### src/rtl/tempsens_pkg.sv
// Shared types for the temperature-sensor UART link (host and sensor side).
// States, error-cause codes and the default measure command byte.
package tempsens_pkg;

   typedef enum logic [2:0] {
      IDLE,
      SEND_CMD,
      WAIT_LO,
      WAIT_HI,
      DONE,
      ERR
   } ts_state_t;

   localparam logic [1:0] ERR_NONE    = 2'b00;
   localparam logic [1:0] ERR_TIMEOUT = 2'b01;
   localparam logic [1:0] ERR_FRAME   = 2'b10;

   localparam logic [7:0] CMD_MEASURE_DEF = 8'h01;

endpackage

### src/rtl/uart_8n1_phy.sv
// 8N1 UART bit engine: tx shifter with start/busy handshake, and a
// double-synchronized rx sampler with false-start and framing checks.
module uart_8n1_phy #(
   parameter int BIT_CYC = 10
) (
   input  logic       clk,
   input  logic       reset,
   input  logic       tx_start,
   input  logic [7:0] tx_byte,
   output logic       tx_busy,
   output logic       tx,
   input  logic       rx,
   output logic [7:0] rx_byte,
   output logic       rx_ready,
   output logic       rx_frame_err,
   output logic       rx_busy
);

   localparam int CW = $clog2(BIT_CYC);
   localparam logic [CW-1:0] CYC_LAST  = CW'(BIT_CYC - 1);
   localparam logic [CW-1:0] HALF_LAST = CW'(BIT_CYC / 2 - 1);

   logic [9:0]    tx_sh;
   logic [3:0]    tx_bit;
   logic [CW-1:0] tx_cnt;

   logic          rx_m;
   logic          rx_s;
   logic          rx_d;
   logic          rx_on;
   logic [3:0]    rx_idx;
   logic [CW-1:0] rx_cnt;
   logic [7:0]    rx_sh;

   // tx: load {stop, data, start} and shift LSB first every BIT_CYC clocks
   always_ff @(posedge clk) begin
      if (reset) begin
         tx_busy <= 1'b0;
         tx_sh   <= '1;
         tx_bit  <= '0;
         tx_cnt  <= '0;
      end else if (!tx_busy) begin
         if (tx_start) begin
            tx_busy <= 1'b1;
            tx_sh   <= {1'b1, tx_byte, 1'b0};
            tx_bit  <= '0;
            tx_cnt  <= '0;
         end
      end else if (tx_cnt == CYC_LAST) begin
         tx_cnt <= '0;
         if (tx_bit == 4'd9) begin
            tx_busy <= 1'b0;
         end else begin
            tx_bit <= tx_bit + 4'd1;
            tx_sh  <= {1'b1, tx_sh[9:1]};
         end
      end else begin
         tx_cnt <= tx_cnt + 1'b1;
      end
   end

   assign tx = tx_busy ? tx_sh[0] : 1'b1;

   // rx: two-flop synchronizer plus one history flop for edge detection
   always_ff @(posedge clk) begin
      if (reset) begin
         rx_m <= 1'b1;
         rx_s <= 1'b1;
         rx_d <= 1'b1;
      end else begin
         rx_m <= rx;
         rx_s <= rx_m;
         rx_d <= rx_s;
      end
   end

   // rx: hunt for a falling edge, confirm at mid start bit, then sample
   always_ff @(posedge clk) begin
      if (reset) begin
         rx_on        <= 1'b0;
         rx_idx       <= '0;
         rx_cnt       <= '0;
         rx_sh        <= '0;
         rx_byte      <= '0;
         rx_ready     <= 1'b0;
         rx_frame_err <= 1'b0;
      end else begin
         rx_ready     <= 1'b0;
         rx_frame_err <= 1'b0;
         if (!rx_on) begin
            if (rx_d && !rx_s) begin
               rx_on  <= 1'b1;
               rx_idx <= '0;
               rx_cnt <= HALF_LAST;
            end
         end else if (rx_cnt != '0) begin
            rx_cnt <= rx_cnt - 1'b1;
         end else begin
            rx_cnt <= CYC_LAST;
            unique case (1'b1)
               (rx_idx == 4'd0): begin
                  if (rx_s) begin
                     rx_on <= 1'b0;
                  end else begin
                     rx_idx <= 4'd1;
                  end
               end
               (rx_idx == 4'd9): begin
                  rx_on <= 1'b0;
                  if (rx_s) begin
                     rx_byte  <= rx_sh;
                     rx_ready <= 1'b1;
                  end else begin
                     rx_frame_err <= 1'b1;
                  end
               end
               default: begin
                  rx_sh  <= {rx_s, rx_sh[7:1]};
                  rx_idx <= rx_idx + 4'd1;
               end
            endcase
         end
      end
   end

   assign rx_busy = rx_on;

endmodule

### src/rtl/tempsens_reader.sv
// Host-side reader: sends the measure command, collects lo/hi reply bytes.
// Build option TSREAD_RETRY_EN re-sends the command after a failed attempt.
module tempsens_reader
   import tempsens_pkg::*;
#(
   parameter int         CLK_FREQ    = 10000,
   parameter int         BAUD        = 1000,
   parameter logic [7:0] CMD_MEASURE = CMD_MEASURE_DEF,
   parameter int         TIMEOUT     = 2000,
   parameter int         MAX_RETRY   = 2
) (
   input  logic        clk,
   input  logic        reset,
   input  logic        start,
   input  logic        rx,
   output logic        tx,
   output logic [15:0] reading,
   output logic        valid,
   output logic        busy,
   output logic        error,
   output logic [1:0]  err_cause
);

   localparam int BIT_CYC = CLK_FREQ / BAUD;
   localparam int TW      = $clog2(TIMEOUT + 1);
   localparam int RW      = $clog2(MAX_RETRY + 2);

   localparam logic [TW-1:0] TMO_LOAD = TW'(TIMEOUT);
   localparam logic [TW-1:0] TMO_ONE  = TW'(1);

`ifdef TSREAD_RETRY_EN
   localparam bit RETRY_EN = 1'b1;
`else
   localparam bit RETRY_EN = 1'b0;
`endif

   ts_state_t     state_q;
   ts_state_t     state_d;
   logic [TW-1:0] tmo_q;
   logic [TW-1:0] tmo_d;
   logic [7:0]    lo_q;
   logic [7:0]    lo_d;
   logic [15:0]   reading_q;
   logic [15:0]   reading_d;
   logic [1:0]    cause_q;
   logic [1:0]    cause_d;
   logic [RW-1:0] retry_q;
   logic [RW-1:0] retry_d;

   logic          tx_start;
   logic          tx_busy;
   logic [7:0]    rx_byte;
   logic          rx_ready;
   logic          rx_frame_err;
   logic          rx_busy;
   logic          fail;
   logic [1:0]    fail_cause;
   logic          retry_left;

   uart_8n1_phy #(
      .BIT_CYC(BIT_CYC)
   ) u_phy (
      .clk         (clk),
      .reset       (reset),
      .tx_start    (tx_start),
      .tx_byte     (CMD_MEASURE),
      .tx_busy     (tx_busy),
      .tx          (tx),
      .rx          (rx),
      .rx_byte     (rx_byte),
      .rx_ready    (rx_ready),
      .rx_frame_err(rx_frame_err),
      .rx_busy     (rx_busy)
   );

   assign retry_left = RETRY_EN && (retry_q != RW'(MAX_RETRY));

   // state and datapath registers
   always_ff @(posedge clk) begin
      if (reset) begin
         state_q   <= IDLE;
         tmo_q     <= '0;
         lo_q      <= '0;
         reading_q <= '0;
         cause_q   <= ERR_NONE;
         retry_q   <= '0;
      end else begin
         state_q   <= state_d;
         tmo_q     <= tmo_d;
         lo_q      <= lo_d;
         reading_q <= reading_d;
         cause_q   <= cause_d;
         retry_q   <= retry_d;
      end
   end

   // next state: command, reply collection with per-byte timeout, failures
   always_comb begin
      state_d    = state_q;
      tmo_d      = tmo_q;
      lo_d       = lo_q;
      reading_d  = reading_q;
      cause_d    = cause_q;
      retry_d    = retry_q;
      tx_start   = 1'b0;
      fail       = 1'b0;
      fail_cause = ERR_NONE;
      unique case (state_q)
         IDLE: begin
            if (start) begin
               state_d  = SEND_CMD;
               tx_start = 1'b1;
               cause_d  = ERR_NONE;
               retry_d  = '0;
               lo_d     = '0;
            end
         end
         SEND_CMD: begin
            if (!tx_busy) begin
               state_d = WAIT_LO;
               tmo_d   = TMO_LOAD;
            end
         end
         WAIT_LO, WAIT_HI: begin
            if (rx_frame_err) begin
               fail       = 1'b1;
               fail_cause = ERR_FRAME;
            end else if (rx_ready) begin
               if (state_q == WAIT_LO) begin
                  lo_d    = rx_byte;
                  tmo_d   = TMO_LOAD;
                  state_d = WAIT_HI;
               end else begin
                  reading_d = {rx_byte, lo_q};
                  state_d   = DONE;
               end
            end else if (!rx_busy) begin
               tmo_d = tmo_q - 1'b1;
               if (tmo_q == TMO_ONE) begin
                  fail       = 1'b1;
                  fail_cause = ERR_TIMEOUT;
               end
            end
            if (fail) begin
               cause_d = fail_cause;
               if (retry_left) begin
                  retry_d  = retry_q + 1'b1;
                  state_d  = SEND_CMD;
                  tx_start = 1'b1;
                  lo_d     = '0;
               end else begin
                  state_d = ERR;
               end
            end
         end
         DONE, ERR: begin
            state_d = IDLE;
         end
         default: begin
            state_d = IDLE;
         end
      endcase
   end

   assign valid     = (state_q == DONE);
   assign error     = (state_q == ERR);
   assign busy      = (state_q == SEND_CMD) ||
                      (state_q == WAIT_LO)  ||
                      (state_q == WAIT_HI);
   assign reading   = reading_q;
   assign err_cause = cause_q;

endmodule

### config.mk
export PLATFORM = sky130hd
export DESIGN_NAME = tempsens_reader
export DESIGN_NICKNAME = d
export VERILOG_FILES = /design/src/rtl/tempsens_pkg.sv /design/src/rtl/uart_8n1_phy.sv /design/src/rtl/tempsens_reader.sv
export SDC_FILE = /design/constraint.sdc
export NUM_CORES = 1
export LEC_CHECK = 0
export BUFFER_PORTS_ARGS = -buffer_cell sky130_fd_sc_hd__buf_2
export CORE_UTILIZATION = 50
export CTS_CLUSTER_SIZE = 25
export DETAILED_ROUTE_END_ITERATION = 6
export GPL_TIMING_DRIVEN = 0
export PLACE_DENSITY = 0.68
export SETUP_SLACK_MARGIN = 0.15
export SYNTH_ARGS = -nofsm -noshare
export SYNTH_HDL_FRONTEND = slang
export SYNTH_SLANG_ARGS = --single-unit
### constraint.sdc
create_clock -name clk -period 5.6 [get_ports clk]
set_input_delay 0.28 -clock clk [delete_from_list [all_inputs] [get_ports clk]]
set_output_delay 0.28 -clock clk [all_outputs]
set_load 0.05 [all_outputs]
**After elaboration in Yosys (flattened, before gate mapping)**

Cells that the tools add are included.

- Register bits: 89
- ROM bits: 0
- Memory bits (writable): 0
- Logic and storage cells: 138
- Memories kept: 0
- Bits in latches: 0

- Multiplexer cells: 61
- $mul: 0
- Eq/ne operators: 24
- Shifts and indexed selects: 0
- $lt $le $gt $ge: 0
- Bitwise operators: 6
- Reduce and logical (&&, ||, !) cells: 23
- Add/subtract/negate cells: 5
- Divide/modulo/power cells: 0

Operator list:

| cell | count |
|---|---|
| $mux W11 | 5 |
| $mux W4 | 13 |
| $mux W10 | 4 |
| $mux W8 | 4 |
| $pmux W11 S2 | 1 |
| $mux W1 | 20 |
| $mux W3 | 6 |
| $ne A2 B2 Y1 const B | 9 |
| $pmux W8 S2 | 1 |
| $reduce_and A4 Y1 | 4 |
| $add A4 B1 Y4 const B | 3 |
| $eq A4 B4 Y1 const B | 3 |
| $eq A11 B1 Y1 const B | 1 |
| $sub A11 B1 Y11 const B | 1 |
| $reduce_and A5 Y1 | 2 |
| $ne A3 B3 Y1 const B | 3 |
| $pmux W3 S3 | 1 |
| $reduce_and A3 Y1 | 3 |
| $pmux W4 S2 | 1 |
| $reduce_bool A2 Y1 | 4 |
| $eq A3 B2 Y1 const B | 2 |
| $eq A3 B3 Y1 const B | 2 |
| $mux W2 | 3 |
| $ne A3 B2 Y1 const B | 2 |
| 14 further kinds | 21 |

**Depth between registers and ports, before layout**

Gate-level depths: netlist (run 1).

- Depth in word-level cells: 8
- Gate-level depth with buffers: 7
- Mapped depth without buffers: 6

**By module**

Synthesis (run 1) repeated with hierarchy kept, for this count alone.

- Cells, all modules: 450
- Area, all modules: 3967.6 um2

Modules (own cells, without submodules):

| module | cells an instance | area each (um2) | seq. area each (um2) | instances |
|---|---|---|---|---|
| uart_8n1_phy | 229 | 2153.3 | 960.9 | 1 |
| tempsens_reader | 221 | 1814.2 | 800.8 | 1 |

**Worst setup path after synthesis (run 1)**

Ideal clock, no wire load.

- Kind: register -> register
- From: register u_phy.rx_cnt[0]
- To: register u_phy.rx_byte[0]
- Path slack: 3635 ps
- Data required time: 5472 ps
- Stages on the path, launching flop included: 8
- Setup time: 128 ps
- Arrival: 1838 ps
- Cells stage by stage: dfxtp_1 inv_1 ha_1 or3b_2 clkbuf_1 nor3_4 mux2i_1 nor2_1

- Cells in the longest elaborated chain, start to end: 3

Ends and longest elaborated chain:

| what | line | RTL |
|---|---|---|
| start: declaration | uart_8n1_phy.sv:32 | `logic [CW-1:0] rx_cnt;` |
| start signal: assignment | uart_8n1_phy.sv:97 | `rx_cnt <= rx_cnt - 1'b1;` |
| $reduce_bool A4 Y1 | uart_8n1_phy.sv:96 | `end else if (rx_cnt != '0) begin` |
| $not A1 Y1 (no source line) | -- |  |
| $reduce_and A4 Y1 (no source line) | -- |  |
| end signal: assignment | uart_8n1_phy.sv:111 | `rx_byte <= rx_sh;` |
| end: declaration | uart_8n1_phy.sv:13 | `output logic [7:0] rx_byte,` |

No other way between the ends.
A chain may end at the register's enable or synchronous reset.

**Final worst setup path (run 1)**

- From: register u_phy.rx_cnt[0]
- To: register u_phy.rx_byte[7]

Same word-level chain as after synthesis.

==> impl_metrics.tcl, run 1 <==
set metrics [dict create \
    status "complete, no violations" \
    yosysWarnings 0 \
    reg2reg_slack_ns 3.37 \
    stdcell_count 581 \
    crit_arrival_ns 2.47 \
    grt_antenna_before_repair 0 \
    n_antenna_cell 0 \
    cp_top_family "simple AND/OR/NAND/NOR gates" \
    power.density_nw_per_um2 395 \
    synth_compound_area_share_pct 19.0 \
    cp_slowest_cell "nor3_4" \
    cts_resized 0 \
    period_share_pct 39.8 \
    clk_latency_ns 0.37 \
    path_class "reg -> reg" \
    ys_async_sr_fraction_pct 0 \
    synth_area_um2 3970 \
    first_pass_iters 4 \
    rows 32 \
    cp.depth 7 \
    synth-edff-count 0 \
    synth-xor-area-share_pct 0.442 \
    worst-path-buf-inv 2 \
    grt_pass1_vias 3072 \
    startpoint_type "flop" \
    grt_usage_pct 22.0 \
    finalWirelength_um 8690 \
    clock_path_buffers 2 \
    min_period_ns 2.23 \
    cts_setup_buffers 0 \
    reg2reg_depth 7 \
    synth-seq-area-share_pct 44.4 \
    end_kind "flop" \
    synth-simple-area-share_pct 23.9 \
    dr.first_iter.drc_count 128 \
    avgRoutedWirePerCell_um 15.0 \
    synth_top_area_share_pct 44.4 \
    rsz0062_at_grt "false" \
    slowest_delay_ns 0.53 \
    cts_num_sinks 88 \
    drive_gt1_share_pct 14.2 \
    die_x_um 91.1 \
    final_nets 488 \
    setup_viol 0 \
    synth_top_family_by_area "simple AND/OR/NAND/NOR gates" \
    drc 0 \
    hold_viol 0 \
    rr_endpoint "u_phy.rx_byte[7]" \
    synthCells 438 \
    crit_chain "inv_1 -> ha_1 -> or3b_2 -> clkbuf_1 -> nor3_4 -> mux2i_1 -> nor2_1" \
    p_leak_nw 1.62 \
    crit_start "u_phy.rx_cnt[0]" \
    synth.area.top_cells "dfxtp_1 44%, nand2_1 5.1%, a21oi_1 4.7%" \
    gp_routability_congestion 0.859 \
    vias 3302 \
    required_ns 5.84 \
    slew_viol_final 0 \
    coreArea_um2 7690 \
    r2r-start "u_phy.rx_cnt[0]" \
    ant_nets 0 \
    hold_ws_ns 0.0970 \
    cts_tree "built" \
    yosys.area_share.adder_pct 3.16 \
    io_pins 26 \
    synth.area.mux_share_pct 4.83 \
    tightestPinTransition_ns 0.804 \
    place.port_buffers 25 \
    syn2layout_area_growth_pct 10.9 \
    post-dp-hpwl_um 6140 \
    dp.cells 565 \
    cts_htree_levels 3 \
    die_area_um2 8290 \
    peakVddDrop_mv 0.193 \
    syn_avg_cell_area_um2 9.05 \
    via_per_inst 5.68 \
    pre_cts_ws_ns 3.37 \
    yosys.area.top_type "dfxtp_1" \
    yosysMostFrequentCell "dfxtp_1" \
    setup_tns_ns 0 \
    regArea_um2 1760 \
    num-fill-cells 742 \
    grt_overflow 0 \
    ctsHoldBuffers 0 \
    synth_common_cells "88 x dfxtp_1, 54 x nand2_1, 37 x a21oi_1" \
    hold_path_class "in -> reg" \
    clock-skew-final_ns 0.0114 \
    path_clk_slew_ns 0.09 \
    numCtsBuffers 9 \
    clockRootBuffer "clkbuf_8" \
    dominantRegCellSynth "dfxtp_1" \
    grt_pass1_wl_um 14600 \
    fmax_ghz 0.449 \
    grt_max_degree 17 \
    setup_ws_ns 3.37 \
    die_h_um 91.1 \
    total_power_mw 1.74 \
    multi_input_area_um2 2030 \
    critPathCapture "u_phy.rx_byte[7]" \
    synth_seq_cells 88 \
    drv_cap 0 \
    initial_utilization_pct 51.6 \
    syn_nets 452 \
    relSlewSlack_pct 46.2 \
    synth_cell_type_count 65 \
    cp_max_fo 8 \
]
==> registers in the layout (all words and copies together) (netlist names) <==
name                cells
reading                16
tmo_q                  11
u_phy.tx_sh             9
lo_q                    8
u_phy.rx_byte           8
u_phy.rx_sh             8
u_phy.rx_cnt            4
u_phy.rx_idx            4
u_phy.tx_bit            4
u_phy.tx_cnt            4
state_q                 3
err_cause               2
u_phy.rx_busy           1
u_phy.rx_d              1
u_phy.rx_frame_err      1
u_phy.rx_m              1
u_phy.rx_ready          1
u_phy.rx_s              1
u_phy.tx_busy           1
==> kinds of logic after synthesis <==
logic type	Yosys count
buf+inv	38
fa+ha+maj	10
mux	19
compound gates	107
simple gates	174
flops	88
xor+xnor	2
==> cells in the final DEF (no fill, tap or decap), types with 11 or more instances in the layout <==
| cell type | instances |
|---|---|
| a21oi_1 | 37 |
| buf_2 | 28 |
| clkbuf_1 | 15 |
| dfxtp_1 | 88 |
| inv_1 | 13 |
| mux2i_1 | 18 |
| nand2_1 | 54 |
| nand3_1 | 11 |
| nor2_1 | 35 |
| nor3_1 | 11 |
| o211ai_1 | 12 |
==> final cells by class <==
type | instances | share of cell area, %
sequential | 88 | 40.1
tap | 102 | 2.90
clock buffer | 9 | 2.82
inverter | 13 | 1.11
timing repair buffer | 25 | 2.84
clock inverter | 7 | 1.28
buffer | 25 | 2.73
multi-input combinational | 312 | 46.3
==> power breakdown <==
part	switching (mW)	internal, mW
logic	0.352	0.222
clock network	0.243	0.164
registers	0.0620	0.692
total	0.657	1.08
==> worst reg2reg max path: cells and delay by family, from the launching register on <==
kind	cells	cell delay (ns)
and+or+nand+nor	3	1.03
DFF	1	0.36
muxes	1	0.27
buffers and inverters	2	0.25
adders and majority gates	1	0.20
==> how the worst min path moves through the flow <==
stage | start | cells past startpoint | endpoint
after floorplan | rx | 1 | u_phy.rx_m
after global placement | u_phy.rx_m | 1 | u_phy.rx_s
after detailed placement | u_phy.rx_m | 1 | u_phy.rx_s
after CTS | rx | 2 | u_phy.rx_m
after global routing | rx | 2 | u_phy.rx_m
final | rx | 2 | u_phy.rx_m
==> routing by layer <==
metal	vias up	wire length, µm	GRT usage [%]	share of wire [%]
li1	1674	-	-	-
met3	12	415	3.77	4.8
met4	0	146	9.39	1.7
met2	59	3940	35.1	45
met1	1557	4190	29.3	48
met5	-	0	0	0
==> metrics by stage <==
step / util [%] / cell area, µm²
floorplan: - / 3970
global placement: 54.9 / 4220
detailed placement: 54.9 / 4220
CTS: 57.2 / 4400
global route: 57.2 / 4400
finish: 57.2 / 4400
Note: power is estimated with default switching activity, not from simulation.
==> run 2, diff against run 1 <==
- clock period: 5.6 -> 2.12 ns (I/O delays scaled with it)
==> impl_metrics.tcl, run 2 (same netlist as run 1, synthesis figures left out) <==
set metrics [dict create \
    status "complete, no violations" \
    end_kind "flop" \
    power.density_nw_per_um2 1040 \
    mostFrequentLayoutCell "dfxtp_1" \
    required_ns 2.34 \
    rr_endpoint "tmo_q[2]" \
    clockRootBuffer "clkbuf_8" \
    die_x_um 91.1 \
    n_antenna_cell 0 \
    rows 32 \
    gp_routability_congestion 0.859 \
    clock-skew-final_ns 0.00923 \
    p_seq_share_pct 41.6 \
    grt_overflow 0 \
    grt_pass1_vias 3099 \
    die_h_um 91.1 \
    rsz0062_at_grt "true" \
    power_frac_comb_pct 36.3 \
    coreArea_um2 7690 \
    num-fill-cells 705 \
    ant_nets 0 \
    grt_pass1_wl_um 14800 \
    cts_num_sinks 88 \
    syn2layout_area_growth_pct 17.3 \
    netSwitchingPower_mw 1.84 \
    min_path_cells 3 \
    via_per_inst 5.71 \
    io_pins 26 \
    p_sw_share_pct 37.9 \
    peakVddDrop_mv 0.514 \
    first_pass_iters 4 \
    drv_cap 0 \
    startpoint_type "flop" \
    cp_max_fo 8 \
    clk_latency_ns 0.37 \
    relSlewSlack_pct 56.7 \
    setup_ws_ns 0.157 \
    setup_viol 0 \
    r2r-start "u_phy.rx_busy" \
    grt_max_degree 17 \
    die_area_um2 8290 \
    pre_cts_ws_ns -0.109 \
    regArea_um2 1770 \
    fmax_ghz 0.509 \
    drive_gt1_share_pct 21.9 \
    internal-power_mw 3.01 \
    grt_usage_pct 22.1 \
    largest_register_ffs 16 \
    avgRoutedWirePerCell_um 15.1 \
    numCtsBuffers 9 \
    reg2reg_depth 7 \
    worstHoldStart "reset" \
    clock_path_buffers 2 \
    min_period_ns 1.96 \
    dr.first_iter.drc_count 122 \
    clock_power_share_pct 22.1 \
    hold_viol 0 \
    reg2reg_slack_ns 0.16 \
    grt_antenna_before_repair 0 \
    layout_common_cells "84 x dfxtp_1, 54 x nand2_1, 37 x a21oi_1" \
    tightestPinTransition_ns 0.650 \
    vias 3372 \
    post-dp-hpwl_um 6140 \
    period_share_pct 92.6 \
    stdcell_count 591 \
    dp.cells 565 \
    path_clk_slew_ns 0.10 \
    drc 0 \
    multi_input_area_um2 2160 \
    cts_tree "built" \
    finalWirelength_um 8950 \
    path_class "reg -> reg" \
    slew_viol_final 0 \
    cts_htree_levels 3 \
    final_nets 498 \
    hold_path_class "in -> reg" \
    crit_arrival_ns 2.18 \
    place.port_buffers 25 \
    initial_utilization_pct 51.6 \
    p_leak_nw 1.73 \
    holdPathEnd "tmo_q[9]" \
]
-- run 2: cell count changes in the layout (fill, tap and decap cells not counted), moves of 2 or more --
cell      change
nor3_1        -3
buf_6         +3
buf_4         +8
clkbuf_1      -6
buf_2         -2
inv_1         -3
dfxtp_2       +3
clkbuf_2      +5
inv_2         +3
nor3_2        +2
dfxtp_1       -4
nor3b_1       -2
-- run 2: what timing repair did --
item                                    4_1_cts  5_1_grt
hold buffers                                  1        0
endpoints found under the setup margin       27       61
hold endpoints to repair                      1        0
resized for setup                            12       40
pin swaps                                     3        5
cloned                                        0        0
setup buffers                                 2        7
-- run 2: worst max path at each step --
| stage | from | end | slack, ns | depth (start not counted) |
|---|---|---|---|---|
| floorplan | u_phy.rx_cnt[0] | u_phy.rx_byte[0] | 0.15 | 7 |
| global placement | u_phy.rx_cnt[0] | u_phy.rx_byte[4] | -0.04 | 7 |
| detailed placement | u_phy.rx_cnt[0] | u_phy.rx_byte[7] | -0.11 | 7 |
| CTS | tmo_q[1] | tmo_q[2] | 0.16 | 7 |
| global route | u_phy.rx_ready | tmo_q[3] | 0.08 | 4 |
| finish | u_phy.rx_busy | tmo_q[2] | 0.16 | 7 |
-- run 2: through the flow --
step	setup TNS [ns]	total power, mW	area (µm²)	hold slack (ns)	utilization, %
floorplan	0	3.20	3970	0.210	-
global placement	-0.209	3.50	4220	0.287	54.9
detailed placement	-0.654	3.53	4220	0.295	54.9
CTS	0	4.66	4480	0.148	58.3
global route	0	5.14	4650	0.180	60.5
finish	0	4.86	4650	0.157	60.5
-- run 2: layout make-up --
cell class	count	area share, %
inverters	13	1.05
clock buffers	9	2.66
clock inverters	7	1.21
well taps	102	2.74
plain buffers	25	3.15
multi-input cells	312	46.5
flip-flops and latches	88	38.0
repair buffers	35	4.63
-- run 2: metal layers --
layer  GRT usage, %  up-vias  routed length, µm
li1               -     1697                  -
met1           29.4     1591               4220
met2           35.7       74               4210
met3           3.77       10                413
met4           8.99        0                105
met5              0        -                  0
-- run 2: worst max-delay path, cell delays in order, from the launching register on --
cell	delay, ns
dfxtp_1	0.31
buf_2	0.17
or4b_4	0.57
nor4_4	0.26
buf_4	0.19
or3_1	0.12
buf_6	0.12
a211oi_1	0.07
-- run 2: power by group through the flow --
stage | clock network [mW] | registers, mW | logic (mW)
floorplan | 0 | 1.98 | 1.22
global placement | 0 | 2.02 | 1.48
detailed placement | 0 | 2.02 | 1.51
CTS | 1.10 | 2.00 | 1.57
global route | 1.16 | 2.05 | 1.93
finish | 1.07 | 2.02 | 1.76
==> run 3, diff against run 2 <==
- REMOVE_ABC_BUFFERS: not set -> 1
- SLEW_MARGIN: not set -> 20
==> impl_metrics.tcl, run 3 (same netlist as run 1, synthesis figures left out) <==
set metrics [dict create \
    largest_register_ffs 16 \
    rr_endpoint "tmo_q[2]" \
    reg2reg_depth 6 \
    cts_htree_levels 3 \
    num-fill-cells 697 \
    clk_latency_ns 0.37 \
    hold_viol 0 \
    vias 3232 \
    grt_max_degree 81 \
    clock-skew-final_ns 0.0114 \
    gp_routability_congestion 0.804 \
    grt_pass1_wl_um 13700 \
    coreArea_um2 7690 \
    path_class "reg -> reg" \
    rsz0062_at_grt "true" \
    period_share_pct 93.3 \
    via_per_inst 5.69 \
    reg2reg_slack_ns 0.14 \
    r2r-start "tmo_q[1]" \
    slowest_delay_ns 0.50 \
    initial_utilization_pct 51.6 \
    required_ns 2.39 \
    setup_ws_ns 0.142 \
    path_clk_slew_ns 0.10 \
    crit_arrival_ns 2.25 \
    slew_viol_final 0 \
    peakVddDrop_mv 0.621 \
    cts_tree "built" \
    mostFrequentLayoutCell "dfxtp_1" \
    dr.first_iter.drc_count 243 \
    multi_input_area_um2 2160 \
    fmax_ghz 0.505 \
    drc 0 \
    worstHoldStart "start" \
    avgRoutedWirePerCell_um 14.4 \
    numCtsBuffers 9 \
    hold_path_class "in -> reg" \
    end_kind "flop" \
    power.density_nw_per_um2 1080 \
    status "complete, no violations" \
    holdPathEnd "state_q[1]" \
    cp_slowest_cell "or4b_4" \
    grt_pass1_vias 2862 \
    first_pass_iters 4 \
    die_x_um 91.1 \
    io_pins 26 \
    cp_max_fo 5 \
    setup_tns_ns 0 \
    relSlewSlack_pct 46.2 \
    tightestPinTransition_ns 0.807 \
    n_antenna_cell 0 \
    stdcell_count 568 \
    die_area_um2 8290 \
    die_h_um 91.1 \
    grt_overflow 0 \
    drive_gt1_share_pct 21.2 \
    min_period_ns 1.98 \
    clockRootBuffer "clkbuf_8" \
    min_path_cells 4 \
    final_core_util_pct 59.2 \
    p_leak_nw 1.69 \
    layout_common_cells "78 x dfxtp_1, 54 x nand2_1, 37 x a21oi_1" \
    clock_path_buffers 2 \
    dp.cells 541 \
    cp_top_family "compound AO/OA/AOI/OAI gates" \
    worst-path-buf-inv 1 \
    place.port_buffers 25 \
    rows 32 \
    regArea_um2 1780 \
    grt_antenna_before_repair 0 \
    setup_viol 0 \
    cts_num_sinks 88 \
    grt_usage_pct 20.4 \
    final_nets 475 \
    drv_cap 0 \
    pre_cts_ws_ns -0.495 \
    ant_nets 0 \
    crit_chain "inv_2 -> ha_4 -> or4b_4 -> o31a_1 -> o21a_4 -> a211oi_1" \
    syn2layout_area_growth_pct 14.8 \
    post-dp-hpwl_um 4970 \
    finalWirelength_um 8170 \
    startpoint_type "flop" \
]
## run 3: final cells by class
| cell class | instances | share of cell area (%) |
|---|---|---|
| multi-input cells | 312 | 47.4 |
| clock buffers | 9 | 2.72 |
| repair buffers | 37 | 5.19 |
| well taps | 102 | 2.80 |
| clock inverters | 7 | 1.65 |
| inverters | 13 | 1.07 |
| flip-flops and latches | 88 | 39.2 |
## run 3: worst max path at each step
stage / from / endpoint / slack (ns) / cells after the start
after global routing: tmo_q[1] / tmo_q[5] / 0.06 / 6
after floorplan: u_phy.rx_cnt[0] / u_phy.rx_idx[2] / -0.02 / 6
after detailed placement: u_phy.rx_cnt[0] / u_phy.rx_idx[2] / -0.49 / 6
after CTS: u_phy.tx_busy / tmo_q[3] / 0.17 / 4
final: tmo_q[1] / tmo_q[2] / 0.14 / 6
after global placement: reset / u_phy.rx_idx[2] / -0.47 / 4
## run 3: per-layer routing
layer,GRT usage [%],part of all wire [%]
met1,29.5,50
met2,29.6,45
met3,4.36,3.5
met4,8.07,1.2
met5,0,0
## run 3: timing repair
item | 4_1_cts | 5_1_grt
endpoints found under the setup margin | 35 | 38
pin swaps | 2 | 4
setup buffers | 3 | 7
endpoints found under the hold margin | 1 | 0
hold buffers | 1 | 0
gates resized for setup | 11 | 27
## run 3: tightest hold or removal path, stage by stage
cell,delay [ns]
buf_2,0.13
nor4_2,0.07
nor2_1,0.09
o31a_1,0.13
## run 3: power by group
part | total (mW) | internal [mW] | switching, mW
clock | 1.16 | 0.466 | 0.695
combinational | 1.63 | 0.724 | 0.903
sequential | 2.12 | 1.85 | 0.276
total | 4.91 | 3.04 | 1.87
## run 3: through the flow
stage	hold WS, ns	total power [mW]	cell area (µm²)
floorplan	0.172	3.13	3840
global placement	0.289	3.42	4100
detailed placement	0.294	3.44	4110
CTS	0.185	4.67	4400
global route	0.237	5.19	4550
finish	0.188	4.91	4550
